$ cat src/rtl/mac_pkg.sv
// ============================================================================
// mac_pkg : shared widths and types for the pipelined MAC unit
// Rev 1.0 : initial release
// ============================================================================
`default_nettype none

package mac_pkg;

   localparam int IN_W  = 8;
   localparam int ACC_W = 16;

   typedef logic [IN_W-1:0]   operand_t;
   typedef logic [2*IN_W-1:0] product_t;
   typedef logic [ACC_W-1:0]  acc_t;

endpackage : mac_pkg

`default_nettype wire

$ cat src/rtl/mac_unit_pipelined_pipe_reg.sv
// ============================================================================
// pipe_reg : enable-gated register with asynchronous active-low clear
// Rev 1.0 : initial release
// ============================================================================
`default_nettype none

module pipe_reg #(
   parameter int WIDTH = 8
) (
   input  logic             clk,
   input  logic             rst,
   input  logic             en,
   input  logic [WIDTH-1:0] d,
   output logic [WIDTH-1:0] q
);

   logic [WIDTH-1:0] data_q;

   always_ff @(posedge clk or negedge rst) begin
      if (!rst) begin
         data_q <= '0;
      end else if (en) begin
         data_q <= d;
      end
   end

   assign q = data_q;

endmodule : pipe_reg

`default_nettype wire

$ cat src/rtl/mac_unit_pipelined.sv
// ============================================================================
// mac_unit_pipelined : two-stage pipelined acc_out = a*b + acc_in
// Rev 1.0 : initial release
// ============================================================================
`default_nettype none

module mac_unit_pipelined
   import mac_pkg::*;
#(
   parameter int IN_WIDTH  = IN_W,
   parameter int ACC_WIDTH = ACC_W
) (
   input  logic                 clk,
   input  logic                 rst,
   input  logic                 en,
   input  logic [IN_WIDTH-1:0]  a,
   input  logic [IN_WIDTH-1:0]  b,
   input  logic [ACC_WIDTH-1:0] acc_in,
   output logic [ACC_WIDTH-1:0] acc_out
);

   localparam int PROD_WIDTH = 2 * IN_WIDTH;

   logic [PROD_WIDTH-1:0] prod_d;
   logic [PROD_WIDTH-1:0] prod_q;
   logic [ACC_WIDTH-1:0]  acc_q;
   logic [ACC_WIDTH-1:0]  prod_ext;
   logic [ACC_WIDTH-1:0]  sum_d;

   assign prod_d = PROD_WIDTH'(a) * PROD_WIDTH'(b);

   pipe_reg #(.WIDTH(PROD_WIDTH)) u_prod_reg (
      .clk (clk),
      .rst (rst),
      .en  (en),
      .d   (prod_d),
      .q   (prod_q)
   );

   pipe_reg #(.WIDTH(ACC_WIDTH)) u_acc_reg (
      .clk (clk),
      .rst (rst),
      .en  (en),
      .d   (acc_in),
      .q   (acc_q)
   );

   // Size cast zero-extends or truncates; the add then wraps modulo 2^ACC_WIDTH.
   assign prod_ext = ACC_WIDTH'(prod_q);
   assign sum_d    = prod_ext + acc_q;

   pipe_reg #(.WIDTH(ACC_WIDTH)) u_out_reg (
      .clk (clk),
      .rst (rst),
      .en  (en),
      .d   (sum_d),
      .q   (acc_out)
   );

endmodule : mac_unit_pipelined

`default_nettype wire

$ cat config.mk
export PLATFORM = sky130hd
export DESIGN_NAME = mac_unit_pipelined
export DESIGN_NICKNAME = d
export VERILOG_FILES = /design/src/rtl/mac_pkg.sv /design/src/rtl/mac_unit_pipelined_pipe_reg.sv /design/src/rtl/mac_unit_pipelined.sv
export SDC_FILE = /design/constraint.sdc
export NUM_CORES = 1
export LEC_CHECK = 0
export BUFFER_PORTS_ARGS = -buffer_cell sky130_fd_sc_hd__buf_2
export CAP_MARGIN = 20
export CORE_MARGIN = 2
export CORE_UTILIZATION = 62
export CTS_BUF_LIST = sky130_fd_sc_hd__clkbuf_4 sky130_fd_sc_hd__clkbuf_8
export DETAILED_ROUTE_END_ITERATION = 8
export PLACE_DENSITY = 0.93
export SLEW_MARGIN = 20
export SYNTH_ARGS = -nofsm -noshare
export SYNTH_HDL_FRONTEND = slang
export SYNTH_SLANG_ARGS = --single-unit
export TNS_END_PERCENT = 5
$ cat constraint.sdc
create_clock -name clk -period 3.1 [get_ports clk]
set_clock_uncertainty 0.1 [all_clocks]
set_input_delay 0 -clock clk [delete_from_list [all_inputs] [get_ports clk]]
set_output_delay 0 -clock clk [all_outputs]
set_load 0.02 [all_outputs]
==> impl_summary.log <==
INFO  metric run_status = finished, violations left
INFO  metric violated_checks = setup timing
INFO  metric slew_at_the_pin_with_the_worst_max_slew_slack = 0.637 ns
INFO  metric combinational_family_with_the_most_area_after_synthesis = adder cells
INFO  metric slew_viol_final = 0
INFO  metric insertedDiodeCount = 0
INFO  metric boundaryPins = 51
INFO  metric vdd_drop_max = 366 uV
INFO  metric path_class = input pin to flip-flop
INFO  metric antenna_found_initial = 0
INFO  metric max-slew-margin-rel = roughly 57%
INFO  metric final_weighted_congestion_in_routability_driven_placement = 0.913
INFO  metric post_synth_simple_gate_area = 15.2%
INFO  metric grt_usage = 28.1%
INFO  metric max_cap_violations = 0
INFO  metric postSynthAreaPerCell = 9.68 um^2
INFO  metric power.static_leakage = between 0.002 and 0.003 uW
INFO  metric clockRootBuffer = clkbuf_8
INFO  metric initial_utilization = 64.7%
INFO  metric synth.net_count = 610
INFO  metric worstPathMaxFanout = 8
INFO  metric overflow = 0
INFO  metric cts.sink_count = 48
INFO  metric synth_cell_type_count = 56
INFO  metric synth_edf_count = 0
INFO  metric synthesis.area = 4710 um^2
INFO  metric num-fill-cells = 455
INFO  metric synth_compound_area_share = between 10% and 20%
INFO  metric postCtsSetupRepairBufs = 0
INFO  metric grt_pass1_vias = 4263
INFO  metric pin_count_of_the_biggest_net_entering_global_routing = 54
INFO  metric yosys_register_bits = 48
INFO  metric max_clock_freq = ~290 MHz
INFO  metric layout-drive-gt1-share = 27.3%
INFO  metric drtIter0Drc = 378
INFO  metric worst-r2r-setup-slack = 0.40 ns
INFO  metric synth.area.mux_share = 6.66%
INFO  metric postRouteAntennaNets = 0
INFO  metric layout_min_cycle_time = 3.45 ns
INFO  metric yosys_warnings = 0
INFO  metric synth_area_leader_cell = dfrtp_1
INFO  metric finalSetupTns = -2.27 ns
INFO  metric worstPathArrival = around 3.5 ns
INFO  metric floorplan.rows = 31
INFO  metric synth.yosys.seq_area_share = 25.5%
INFO  metric die_width = about 90 um
INFO  metric power-per-cell-area = 758 nW/um^2
INFO  metric synth_ff_type = dfrtp_1
INFO  metric clkSlewWorstSetupHoldPaths = about 0.090 ns
INFO  metric drc = 0
INFO  metric ratio_of_final_minimum_period_to_clock_period = 111%
INFO  metric insertion_delay = 0.30 ns
INFO  metric worstRegToRegCells = 8
INFO  metric async_flop_share = 100%
INFO  metric synth.top_cell.area_share = 25.5%
INFO  metric cts_inserted_buffers = 5
INFO  metric placeableCoreArea = 7290 um^2
INFO  metric max-clock-path-buffers = 2
INFO  metric critical_path.endpoint_type = flip-flop
INFO  metric yosys.area_share.xor_xnor = 2.04%
INFO  metric synthAdderAreaFrac = 29.2%
INFO  metric die_area = 8320 um^2
INFO  metric route.detailed.vias_per_inst = just under 6
INFO  metric die_y = 91.2 um
INFO  metric whs = 0.0681 ns
INFO  metric synthesis_to_finish_area_growth = 23.3%
INFO  metric detailroute.via_count = 4079
INFO  metric cp.required = 3.19 ns
INFO  metric postSynthCellCount = 487
INFO  metric drt_first_pass_iters = 7
INFO  metric storage_element_area = 1200 um^2
INFO  metric grt_first_pass_wirelength = between 15000 and 20000 um
INFO  metric multi_input_area = 3380 um^2
INFO  metric synth.top_cells.by_area = dfrtp_1 25%, fa_1 16%, ha_1 14%
INFO  metric finalWirelength = 11900 um
INFO  metric setup_repair_after_global_routing_missed_its_margin = true
INFO  metric final_critical_path_setup_slack = -0.350 ns
INFO  metric ctsHtreeMaxLevel = 2
INFO  metric setup.worst_path.start_class = input pin
INFO  metric design.final.nets = 712
INFO  metric timing.hold.worst_path_depth = 4
INFO  metric detailedPlacementHpwl = 8340 um
INFO  metric routedWlPerCell = 17.2 um
INFO  metric setup_viol = 9
INFO  metric hold_path_class = input pin to flip-flop
INFO  metric hold_viol = 0
INFO  metric place.port_buffers = 50
INFO  metric tritoncts = built
[flip-flops by register name, indices dropped and copies added (netlist names)]
register / count
u_out_reg.q: 16
u_acc_reg.q: 16
u_prod_reg.q: 16
[layout make-up]
| type | instances | area share (%) |
|---|---|---|
| Clock buffer | 7 | 1.66 |
| Clock inverter | 1 | 0.516 |
| Inverter | 61 | 3.94 |
| Multi-Input combinational cell | 365 | 58.2 |
| Sequential cell | 48 | 20.7 |
| Tap cell | 99 | 2.13 |
| Timing Repair Buffer | 108 | 12.9 |
[placed cells by master, fill, tap and decap left out, types with 3 or more instances in the layout]
master | synthesis | final
nor2b_1 | 3 | 3
nand2_1 | 42 | 42
a21oi_2 | 2 | 6
or4_1 | 3 | 3
a21o_1 | 8 | 8
o31ai_1 | 5 | 4
a211oi_1 | 3 | 3
o211ai_1 | 4 | 4
dfrtp_1 | 48 | 48
and2_1 | 48 | 45
xnor2_1 | 7 | 7
nand4_1 | 6 | 6
clkbuf_8 | 2 | 7
nor2_1 | 13 | 12
nand2b_1 | 4 | 3
o21ai_1 | 1 | 4
fa_2 | 0 | 3
nor3_1 | 7 | 7
o21ai_0 | 16 | 11
xor2_1 | 4 | 4
ha_4 | 0 | 5
fa_1 | 37 | 34
inv_2 | 0 | 4
nand3_1 | 7 | 7
buf_2 | 1 | 43
inv_1 | 61 | 57
o21a_1 | 9 | 9
and2_4 | 0 | 3
dlygate4sd3_1 | 0 | 17
o2111ai_1 | 5 | 5
buf_4 | 0 | 45
a21oi_1 | 21 | 16
ha_1 | 51 | 46
mux2_2 | 27 | 26
[Yosys cell counts, types with 4 or more instances]
| master | count |
|---|---|
| nand2b_1 | 4 |
| o31ai_1 | 5 |
| o211ai_1 | 4 |
| a21oi_1 | 21 |
| ha_1 | 51 |
| and2_1 | 48 |
| xnor2_1 | 7 |
| nor3_1 | 7 |
| inv_1 | 61 |
| fa_1 | 37 |
| a21o_1 | 8 |
| dfrtp_1 | 48 |
| xor2_1 | 4 |
| nand3_1 | 7 |
| o2111ai_1 | 5 |
| nand2_1 | 42 |
| nor2_1 | 13 |
| mux2_2 | 27 |
| o21a_1 | 9 |
| nand4_1 | 6 |
| o21ai_0 | 16 |
| clkbuf_1 | 7 |
[power by group]
part	switching, uW	internal, uW
logic	1620	1330
registers	126	833
clock network	206	285
total	1960	2450
[path summary, 6_finish.rpt]
path	to	start
worst max-delay path	u_prod_reg.q[10]$_DFFE_PN0P_	b[2]
worst min register to register	u_out_reg.q[1]$_DFFE_PN0P_	u_out_reg.q[1]$_DFFE_PN0P_
worst min-delay path	u_prod_reg.q[0]$_DFFE_PN0P_	b[0]
max in group asynchronous	u_out_reg.q[15]$_DFFE_PN0P_	rst
min in group asynchronous	u_out_reg.q[3]$_DFFE_PN0P_	rst
worst max register to register	u_out_reg.q[14]$_DFFE_PN0P_	u_acc_reg.q[0]$_DFFE_PN0P_
[through the flow]
step / setup slack (ns) / power, uW / utilization, % / instance area (um^2) / instances
global route: -0.491 / 4730 / 79.7 / 5810 / 689
CTS: -0.273 / 4230 / 79.0 / 5760 / 689
finish: -0.350 / 4410 / 79.7 / 5810 / 689
floorplan: -0.328 / 2890 / - / 4820 / 487
detailed placement: -0.722 / 3660 / 74.3 / 5420 / 664
global placement: -0.554 / 3510 / 74.3 / 5420 / 664
[critical path, cell delays in order]
cell	delay [ns]
buf_2	0.14
and2_1	0.19
fa_2	0.39
fa_1	0.49
inv_1	0.05
fa_1	0.46
fa_1	0.50
inv_2	0.05
ha_4	0.18
nor2_4	0.16
a21boi_4	0.29
o31a_1	0.24
xnor2_1	0.12
mux2_4	0.28
[per-layer routing]
metal	track usage, %	vias to the layer above	part of all wire (%)	wire [um]
met2	52.4	174	52	6180
met5	0	-	0	0
met1	33.0	1968	39	4630
li1	-	1882	-	-
met4	11.4	0	4.7	554
met3	2.74	55	4.2	496
[cell families after synthesis]
logic type,after synthesis
AOI/OAI and AO/OA,99
xor gates and xnor gates,11
adders and majority gates,88
buffers and inverters,74
DFF,48
muxes,28
and+or+nand+nor,139
[timing repair]
| item | CTS | global route |
|---|---|---|
| pin swaps | 12 | 2 |
| resized for setup | 16 | 12 |
| endpoints found under the setup margin | 9 | 10 |
| hold buffers | 17 | 0 |
| hold endpoints to repair | 64 | 0 |
Note: power is estimated with default switching activity, not from simulation.
